File: src/rtl/riscv_m_unit.sv
// riscv_m_unit: multi-cycle RV32M multiply/divide co-processor with three
// custom modular-arithmetic instructions (ADDMOD, SUBMOD, MULQ) on custom-0.
// One instruction at a time; result is returned with a one-cycle ready/wr pulse.
module riscv_m_unit #(
    parameter int unsigned Q = 3329
) (
    input  logic        clk,
    input  logic        resetn,
    input  logic        valid,
    input  logic [31:0] instruction,
    input  logic [31:0] rs1,
    input  logic [31:0] rs2,
    output logic        wr,
    output logic [31:0] rd,
    output logic        busy,
    output logic        ready
);

    localparam logic [31:0] QV = 32'(Q);

    typedef enum logic [2:0] {
        S_IDLE, S_MUL, S_DIV, S_MOD, S_MULQ, S_DONE
    } state_t;

    // ---------------------------------------------------------------
    // Modular helpers (operands assumed already reduced below Q)
    // ---------------------------------------------------------------
    function automatic logic [31:0] addmod_f(input logic [31:0] x, input logic [31:0] y);
        logic [32:0] s;
        s = {1'b0, x} + {1'b0, y};
        if (s >= {1'b0, QV}) s = s - {1'b0, QV};
        return s[31:0];
    endfunction

    function automatic logic [31:0] submod_f(input logic [31:0] x, input logic [31:0] y);
        logic [32:0] d;
        d = {1'b0, x} - {1'b0, y};
        if (d[32]) d = d + {1'b0, QV};
        return d[31:0];
    endfunction

    // Two's-complement sign restore of a magnitude
    function automatic logic [31:0] apply_sign_f(input logic [31:0] mag, input logic neg);
        return neg ? (~mag + 32'd1) : mag;
    endfunction

    // ---------------------------------------------------------------
    // Decode
    // ---------------------------------------------------------------
    logic [6:0] opcode;
    logic [2:0] funct3;
    logic [6:0] funct7;
    logic       is_m, is_c, accept, div_sgn_in;
    logic signed [31:0] rs1_s, rs2_s;
    logic [31:0] rs1_mag, rs2_mag;

    state_t      state_q, state_d;
    logic [6:0]  cnt_q, cnt_d;
    logic [31:0] rd_q, res_c;
    logic        ld_rd;

    logic [31:0] a_q, b_q;
    logic [2:0]  op_q;
    logic        dz_q, negq_q, negr_q;
    logic [63:0] sh_q, sh_d;
    logic [31:0] rem_q, rem_d;
    logic [31:0] dvs_q, dvs_d;

    assign opcode = instruction[6:0];
    assign funct3 = instruction[14:12];
    assign funct7 = instruction[31:25];

    assign is_m   = (opcode == 7'b0110011) && (funct7 == 7'b0000001);
    assign is_c   = (opcode == 7'b0001011) && (funct3 <= 3'b010);
    assign accept = valid && (state_q == S_IDLE) && (is_m || is_c);

    // DIV and REM treat operands as signed; DIVU/REMU do not
    assign div_sgn_in = is_m && funct3[2] && !funct3[0];
    assign rs1_s      = rs1;
    assign rs2_s      = rs2;
    assign rs1_mag    = (div_sgn_in && rs1_s < 0) ? 32'(-rs1_s) : rs1;
    assign rs2_mag    = (div_sgn_in && rs2_s < 0) ? 32'(-rs2_s) : rs2;

    // ---------------------------------------------------------------
    // Shared multiplier: 33x33 signed covers every MUL flavour; MULQ is unsigned
    // ---------------------------------------------------------------
    logic               a_sx, b_sx;
    logic signed [65:0] a_w, b_w, prod;

    assign a_sx = (state_q == S_MUL) && (op_q == 3'b001 || op_q == 3'b010) && a_q[31];
    assign b_sx = (state_q == S_MUL) && (op_q == 3'b001) && b_q[31];
    assign a_w  = {{34{a_sx}}, a_q};
    assign b_w  = {{34{b_sx}}, b_q};
    assign prod = a_w * b_w;

    // ---------------------------------------------------------------
    // Shared restoring step: one bit from the top of sh_q into the remainder
    // ---------------------------------------------------------------
    logic [32:0] rs_c, rem_nx;
    logic        ge_c;
    logic [63:0] sh_nx;

    assign rs_c   = {rem_q, sh_q[63]};
    assign ge_c   = rs_c >= {1'b0, dvs_q};
    assign rem_nx = ge_c ? (rs_c - {1'b0, dvs_q}) : rs_c;
    assign sh_nx  = {sh_q[62:0], ge_c};

    logic unused_bits;
    assign unused_bits = ^{instruction[24:15], instruction[11:7], prod[65:64], rem_nx[32]};

    // Next-state, datapath next values and result selection
    always_comb begin
        state_d = state_q;
        cnt_d   = cnt_q;
        sh_d    = sh_q;
        rem_d   = rem_q;
        dvs_d   = dvs_q;
        res_c   = rd_q;
        ld_rd   = 1'b0;
        case (state_q)
            S_IDLE: begin
                if (accept) begin
                    cnt_d = 7'd0;
                    rem_d = 32'd0;
                    if (is_c) begin
                        if (funct3 == 3'b010) begin
                            state_d = S_MULQ;
                            dvs_d   = QV;
                        end else begin
                            state_d = S_MOD;
                        end
                    end else if (!funct3[2]) begin
                        state_d = S_MUL;
                    end else begin
                        state_d = S_DIV;
                        sh_d    = {rs1_mag, 32'd0};
                        dvs_d   = rs2_mag;
                    end
                end
            end
            S_MUL: begin
                res_c   = (op_q[1:0] == 2'b00) ? prod[31:0] : prod[63:32];
                ld_rd   = 1'b1;
                state_d = S_DONE;
            end
            S_MOD: begin
                res_c   = op_q[0] ? submod_f(a_q, b_q) : addmod_f(a_q, b_q);
                ld_rd   = 1'b1;
                state_d = S_DONE;
            end
            S_DIV: begin
                if (dz_q) begin
                    res_c   = op_q[1] ? a_q : 32'hFFFF_FFFF;
                    ld_rd   = 1'b1;
                    state_d = S_DONE;
                end else if (cnt_q == 7'd32) begin
                    res_c   = op_q[1] ? apply_sign_f(rem_q, negr_q)
                                      : apply_sign_f(sh_q[31:0], negq_q);
                    ld_rd   = 1'b1;
                    state_d = S_DONE;
                end else begin
                    sh_d  = sh_nx;
                    rem_d = rem_nx[31:0];
                    cnt_d = cnt_q + 7'd1;
                end
            end
            S_MULQ: begin
                if (cnt_q == 7'd0) begin
                    sh_d  = prod[63:0];
                    cnt_d = 7'd1;
                end else begin
                    sh_d  = sh_nx;
                    rem_d = rem_nx[31:0];
                    cnt_d = cnt_q + 7'd1;
                    if (cnt_q == 7'd64) begin
                        res_c   = rem_nx[31:0];
                        ld_rd   = 1'b1;
                        state_d = S_DONE;
                    end
                end
            end
            S_DONE: state_d = S_IDLE;
            default: state_d = S_IDLE;
        endcase
    end

    // Control state and the architecturally visible result register
    always_ff @(posedge clk or negedge resetn) begin
        if (!resetn) begin
            state_q <= S_IDLE;
            cnt_q   <= 7'd0;
            rd_q    <= 32'd0;
        end else begin
            state_q <= state_d;
            cnt_q   <= cnt_d;
            if (ld_rd) rd_q <= res_c;
        end
    end

    // Operand capture and iterative datapath (no reset needed: gated by FSM)
    always_ff @(posedge clk) begin
        sh_q  <= sh_d;
        rem_q <= rem_d;
        dvs_q <= dvs_d;
        if (accept) begin
            a_q    <= rs1;
            b_q    <= rs2;
            op_q   <= funct3;
            dz_q   <= (rs2 == 32'd0);
            negq_q <= div_sgn_in && (rs1[31] ^ rs2[31]);
            negr_q <= div_sgn_in && rs1[31];
        end
    end

    assign ready = (state_q == S_DONE);
    assign wr    = (state_q == S_DONE);
    assign busy  = (state_q != S_IDLE);
    assign rd    = rd_q;

endmodule

File: config.mk
export PLATFORM = sky130hd
export DESIGN_NAME = riscv_m_unit
export DESIGN_NICKNAME = d
export VERILOG_FILES = /design/src/rtl/riscv_m_unit.sv
export SDC_FILE = /design/constraint.sdc
export NUM_CORES = 2
export LEC_CHECK = 0
export ABC_AREA = 1
export ABC_CLOCK_PERIOD_IN_PS = 12000
export CAP_MARGIN = 20
export CORE_MARGIN = 2
export CORE_UTILIZATION = 45
export CTS_BUF_LIST = sky130_fd_sc_hd__clkbuf_2
export CTS_CLUSTER_SIZE = 20
export DETAILED_ROUTE_END_ITERATION = 10
export GPL_TIMING_DRIVEN = 0
export REMOVE_ABC_BUFFERS = 1
export SYNTH_ARGS = -nofsm -noshare
export SYNTH_HDL_FRONTEND = slang
export SYNTH_SLANG_ARGS = --single-unit
File: constraint.sdc
create_clock -name clk -period 12 [get_ports clk]
set_clock_uncertainty 0.05 [all_clocks]
set_input_delay 1.8 -clock clk [delete_from_list [all_inputs] [get_ports clk]]
set_output_delay 1.8 -clock clk [all_outputs]
set_load 0.005 [all_outputs]
Word level (Yosys, flattened, before mapping)

Cells that the tools add are included.

Logic and storage cells: 135
Input bits: 99
Output and inout bits: 35
Register bits after elaboration: 240

Magnitude comparators: 5
Multipliers: 1
Multiplexer cells: 50
Equal/unequal tests: 22
Bitwise logic cells: 3
Reduce and logical (&&, ||, !) cells: 32
$add $sub $neg: 10

Operators by type and width:

| kind                                                         | count |
|---|---|
| two-way mux 32 bit                                           | 22 |
| two-way mux 64 bit                                           | 6 |
| case mux 64 bit (3 select lines)                             | 1 |
| case mux 32 bit (4 select lines)                             | 1 |
| case mux 32 bit (3 select lines)                             | 1 |
| adder 32 x 1 -> 32 bit (second input constant)               | 2 |
| less-than comparator 32 x 1 -> 1 bit (second input constant) | 2 |
| multiplier 33 x 33 -> 64 bit                                 | 1 |
| negation 32 bit                                              | 2 |
| inverter 32 bit                                              | 2 |
| adder 32 x 32 -> 33 bit                                      | 1 |
| >= comparator 33 x 12 -> 1 bit (second input constant)       | 1 |
| >= comparator 33 x 32 -> 1 bit                               | 1 |
| subtractor 32 x 32 -> 33 bit                                 | 1 |
| adder 32 x 12 -> 32 bit (second input constant)              | 1 |
| logical NOT 32 bit                                           | 1 |
| subtractor 32 x 12 -> 32 bit (second input constant)         | 1 |
| subtractor 32 bit                                            | 1 |
| two-way mux 7 bit                                            | 4 |
| two-way mux 3 bit                                            | 7 |
| case mux 7 bit (3 select lines)                              | 1 |
| equality test 7 x 6 -> 1 bit (second input constant)         | 2 |
| logical AND 1 bit                                            | 14 |
| inequality test 2 bit (second input constant)                | 7 |
| other kinds (27)                                             | 40 |

Depth between registers and ports, before layout

Depth after elaboration: 10
Mapped depth: 41
Depth with buffers taken out: 41

Least setup slack after synthesis

No wires, ideal clock.

Path kind: register -> register
Start point: reg op_q[1]
End point: reg rd_q[29], in the netlist rd[29]
Arrival: 8.401 ns
Required time: 11.837 ns
Period minus slack after synthesis: 8.564 ns
Path buffers: 2
Path slack: 3.436 ns
Setup time: 0.113 ns
Stages on the path, launching flop included: 34
Cell sequence: edfxtp_1 -> clkbuf_1 -> nor2_1 -> inv_1 -> nand4_1 -> clkbuf_1 -> nor2_1 -> fa_1 -> inv_1 -> fa_1 -> inv_1 -> fa_1 -> inv_1 -> fa_1 -> inv_1 -> fa_1 -> fa_1 -> inv_1 -> fa_1 -> fa_1 -> inv_1 -> ha_1 -> a21oi_1 -> inv_1 -> a31oi_1 -> o221ai_1 -> a221oi_1 -> nand2_1 -> nand2_1 -> nand3_1 -> a21oi_1 -> nand3b_1 -> nand2_1 -> inv_1

Cells in the longest elaborated chain, start to end: 7
Elaborated cells between the ends (all ways): 15
Classes of those cells: 1 x mul; 2 x eq/ne; 6 x mux; 6 x reduce/logical

Ends and longest elaborated chain:

| what                                                                         | RTL line | RTL |
|---|---|---|
| from (decl)                                                                  | 63       | `logic [2:0] op_q;` |
| from (signal assigned)                                                       | 208      | `op_q <= funct3;` |
| equality test 3 x 1 -> 1 bit or equality test 3 x 2 -> 1 bit (tied branches) | 90, 91   |  |
| logical OR 1 bit                                                             | 90       | `assign a_sx = (state_q == S_MUL) && (op_q == 3'b001 \|\| op_q == 3'b010) && a_q[31];` |
| logical AND 1 bit (2 in series)                                              | 90       |  |
| multiplier 33 x 33 -> 64 bit                                                 | 94       | `assign prod = a_w * b_w;` |
| two-way mux 32 bit                                                           | 142      | `res_c = (op_q[1:0] == 2'b00) ? prod[31:0] : prod[63:32];` |
| case mux 32 bit (4 select lines) *                                           | 120      | `case (state_q)` |
| to (signal assigned)                                                         | 196      | `if (ld_rd) rd_q <= res_c;` |
| to (decl)                                                                    | 59       | `logic [31:0] rd_q, res_c;` |

Every way passes the cells marked *; elsewhere a longest branch is shown, timed or not. The select of a mux whose other input is x is not followed.
A chain may end at the register's enable or synchronous reset.

Final worst setup path

Start point: reg op_q[1]
End point: reg rd_q[30], in the netlist rd[30]

The elaborated chain is that of the path after synthesis.

==> summary.md <==
| Metric | Value |
|---|---|
| Syn-to-layout area delta | 10.13% |
| Crit end category | flip-flop |
| First-pass GRT wire length | 360.0 mm |
| Setup CP Type | reg -> reg |
| FILL cells | 14.22k |
| Setup WS pre-CTS | -747.1 ps |
| Largest net degree at the start of global routing | 59 |
| Crit-path max FO | 24 |
| Yosys top cell area share | 0.3538 |
| Synth area leader | fa_1 |
| Cell Count, Final, Fillers Out | 10.70k |
| Core ar. | 141,200 µm² |
| Wire per inst | 22.24 µm |
| Row count | 138 |
| Area of the die | 144,900 µm² |
| Port bufs | about 120 |
| Worst path max stage delay | a little over 900 ps |
| CTS Buffer Depth | 3 |
| DRC viols | 0 |
| Clk sinks | 240 |
| Top FF cell, synth | edfxtp_1 |
| Root buffer cell | clkbuf_2 |
| Final hold vios | 0 |
| CTS tree | yes |
| Register area share after synthesis | 0.1096 |
| Status | finished clean |
| Buf/Inv on CP | 13 |
| Distinct cells, synth | 66 |
| Crit share post-route | 0.9420 |
| Hold WS | 419.1 ps |
| Critical path's slowest cell | edfxtp_1 |
| Fin nets | 10.30k |
| Vias post-DR | 57.49k |
| Min cycle time layout | 11,300 ps |
| Vias in the first global route | 56.93k |
| Detail Placement HPWL | between 200 and 250 mm |
| Leakage | about 37 nW |
| Syn Inst Count | 8,772 |
| DRT iter0 DRCs | 5,778 |
| Fin. max-slew vios | 0 |
| CP startpoint kind | flip-flop |
| VDD IR max | 0.1766 mV |
| Layout cells sized above 1 | 0.05064 |
| Post-synthesis cell area | 63,820 µm² |
| Fraction of synthesis flops using an asynchronous set or reset pin | 0.1750 |
| Cell Area, Placed | 69,530 µm² |
| Worst-Margin Slew | between 1000 and 1500 ps |
| CTS clk-pin slew, worst paths | ~120 ps |
| Post-DRT Antenna Nets | 0 |
| Overflow after GRT | 0 |
| RD Place Congestion | 1.021 |
| Max_slew headroom | 0.2086 |
| Arrival time worst endpoint | 12,110 ps |
| Clock Latency Late Sink | 1150 ps |
| R2R Setup Slk | a little under 700 ps |
| DRT Wirelength | 238.0 mm |
| # IOs | 134 |
| Synthesized area per cell | 7.276 µm² |
| Hold Crit Class | reg -> reg |
| Tot Pwr | 0.007727 W |
| Initial Util | 0.4519 |
| RSZ-0062 raised after global routing | no |
| Placed cell count | 10.57k |
| Dominant cells by area after synthesis | fa_1 35%, nand2_1 14%, inv_1 13%, edfxtp_1 9.3%, ha_1 6.2% |
| Setup WS post-layout | between 600 and 700 ps |
| CTS Buf Count | 70 |
| CP dominant cell by count | inv_1 |
| Tot GR Track Use | 0.3315 |
| H-tree Lvls | 3 |
| Iteration count of the initial detailed-routing pass | 9 |
| Die Span Y | roughly 380 µm |
| Multi-input gate area | 47,030 µm² |
| Maxcap violations | 0 |
| Syn. warnings | 0 |
| Critical Path RT | 12,810 ps |
| Highest clock rate | 88.46 MHz |
| CP top delay family | adder cells |
| Synthesis-stage register bit count | 240 |
| PwrDens | 109.9 nW/µm² |
| Via density | roughly 5.4 |
| Reg area | approximately 7000 µm² |
| Endpoints failing setup | 0 |
| Post-synth EDFFs | 198 |
| Design area | about 70,000 µm² |
| Initial antenna violation count | 13 |
| Die X-Extent | around 380 µm |
where the power goes:
group | internal, W | switching (W) | total, W | leakage [nW]
Sequential | 0.00127 | 0.000263 | 0.00154 | 2.33
Combinational | 0.00185 | 0.00363 | 0.00548 | 34.6
Clock | 0.000298 | 0.000410 | 0.000708 | 0.515
metal layers:
metal,share of wire,track usage
met5,0.00036,0
met4,0.046,0.1312
met3,0.096,0.06444
met2,0.44,0.5129
met1,0.42,0.4580
cell usage after synthesis (all sizes together), types with 2 or more instances:
library cell	number
o221ai	10
nor3	110
nor4	11
fa	1128
a221o	4
nand3	333
a21boi	10
nand2	2422
buf	54
o22ai	23
and3	9
a211oi	3
nand3b	19
xor2	63
inv	2242
o21a	21
o21ai	261
o41ai	2
a211o	3
and2	15
o311ai	16
o211ai	25
a31oi	33
ha	317
a221oi	4
a21oi	289
clkinv	6
a21o	20
o31ai	8
or2	46
o32ai	2
nand4	95
xnor2	50
clkbuf	301
dfrtp	42
nor3b	6
o21bai	24
edfxtp	198
nor2	542
worst paths after layout:
check / from / end / cells after the start
min in group asynchronous: resetn / rd[0] / 1
max in group asynchronous: resetn / rd[30] / 2
worst max register to register: op_q[1] / rd[30] / 36
worst max-delay path: op_q[1] / rd[30] / 36
worst min-delay path: sh_q[47] / sh_q[48] / 1
worst min register to register: sh_q[47] / sh_q[48] / 1
flip-flops by register name, summed over array words and instances (netlist names):
signal	count
dz_q	1
b_q	32
negr_q	1
a_q	32
state_q	3
op_q	3
dvs_q	32
sh_q	64
rd	32
rem_q	32
negq_q	1
cnt_q	7
through the flow:
| stage | TNS [ps] | util |
|---|---|---|
| after floorplan | 0 | - |
| after global placement | -98610 | 0.4668 |
| after detailed placement | -10170 | 0.4923 |
| after CTS | 0 | 0.4975 |
| after global routing | 0 | 0.4976 |
| final | 0 | 0.4977 |
repair_timing:
| item | CTS | global route |
|---|---|---|
| pin swaps | 1 | 0 |
| buffers inserted | 5 | 0 |
| hold buffers | 0 | 0 |
| endpoints found under the setup margin | 25 | 1 |
| gates resized for setup | 1 | 2 |
placed cells by master, fill, tap and decap left out, types with 105 or more instances in the layout:
master / count
a21oi_1: 281
buf_16: 108
clkbuf_2: 105
clkdlybuf4s50_1: 117
edfxtp_1: 198
fa_1: 1128
ha_1: 317
inv_1: 2217
nand2_1: 2389
nand3_1: 322
nor2_1: 492
nor3_1: 107
o21ai_0: 256
logic make-up after synthesis:
group | Yosys count | synth area share
AOI/OAI and AO/OA | 761 | 0.06848
adders and majority gates | 1445 | 0.4159
xor gates and xnor gates | 113 | 0.01574
buffers and inverters | 2603 | 0.1548
and+or+nand+nor | 3610 | 0.2354
DFF | 240 | 0.1096
cell type report:
class                           count  share of cell area
Sequential cell                   240             0.09954
Clock buffer                      105            0.007476
Timing Repair Buffer              264             0.06750
Inverter                         2248              0.1202
Multi-Input combinational cell   5929              0.6691
Clock inverter                     22            0.002456
Antenna cell                        4           0.0001424
Tap cell                         1890             0.03364
(Power assumes the default switching activity.)
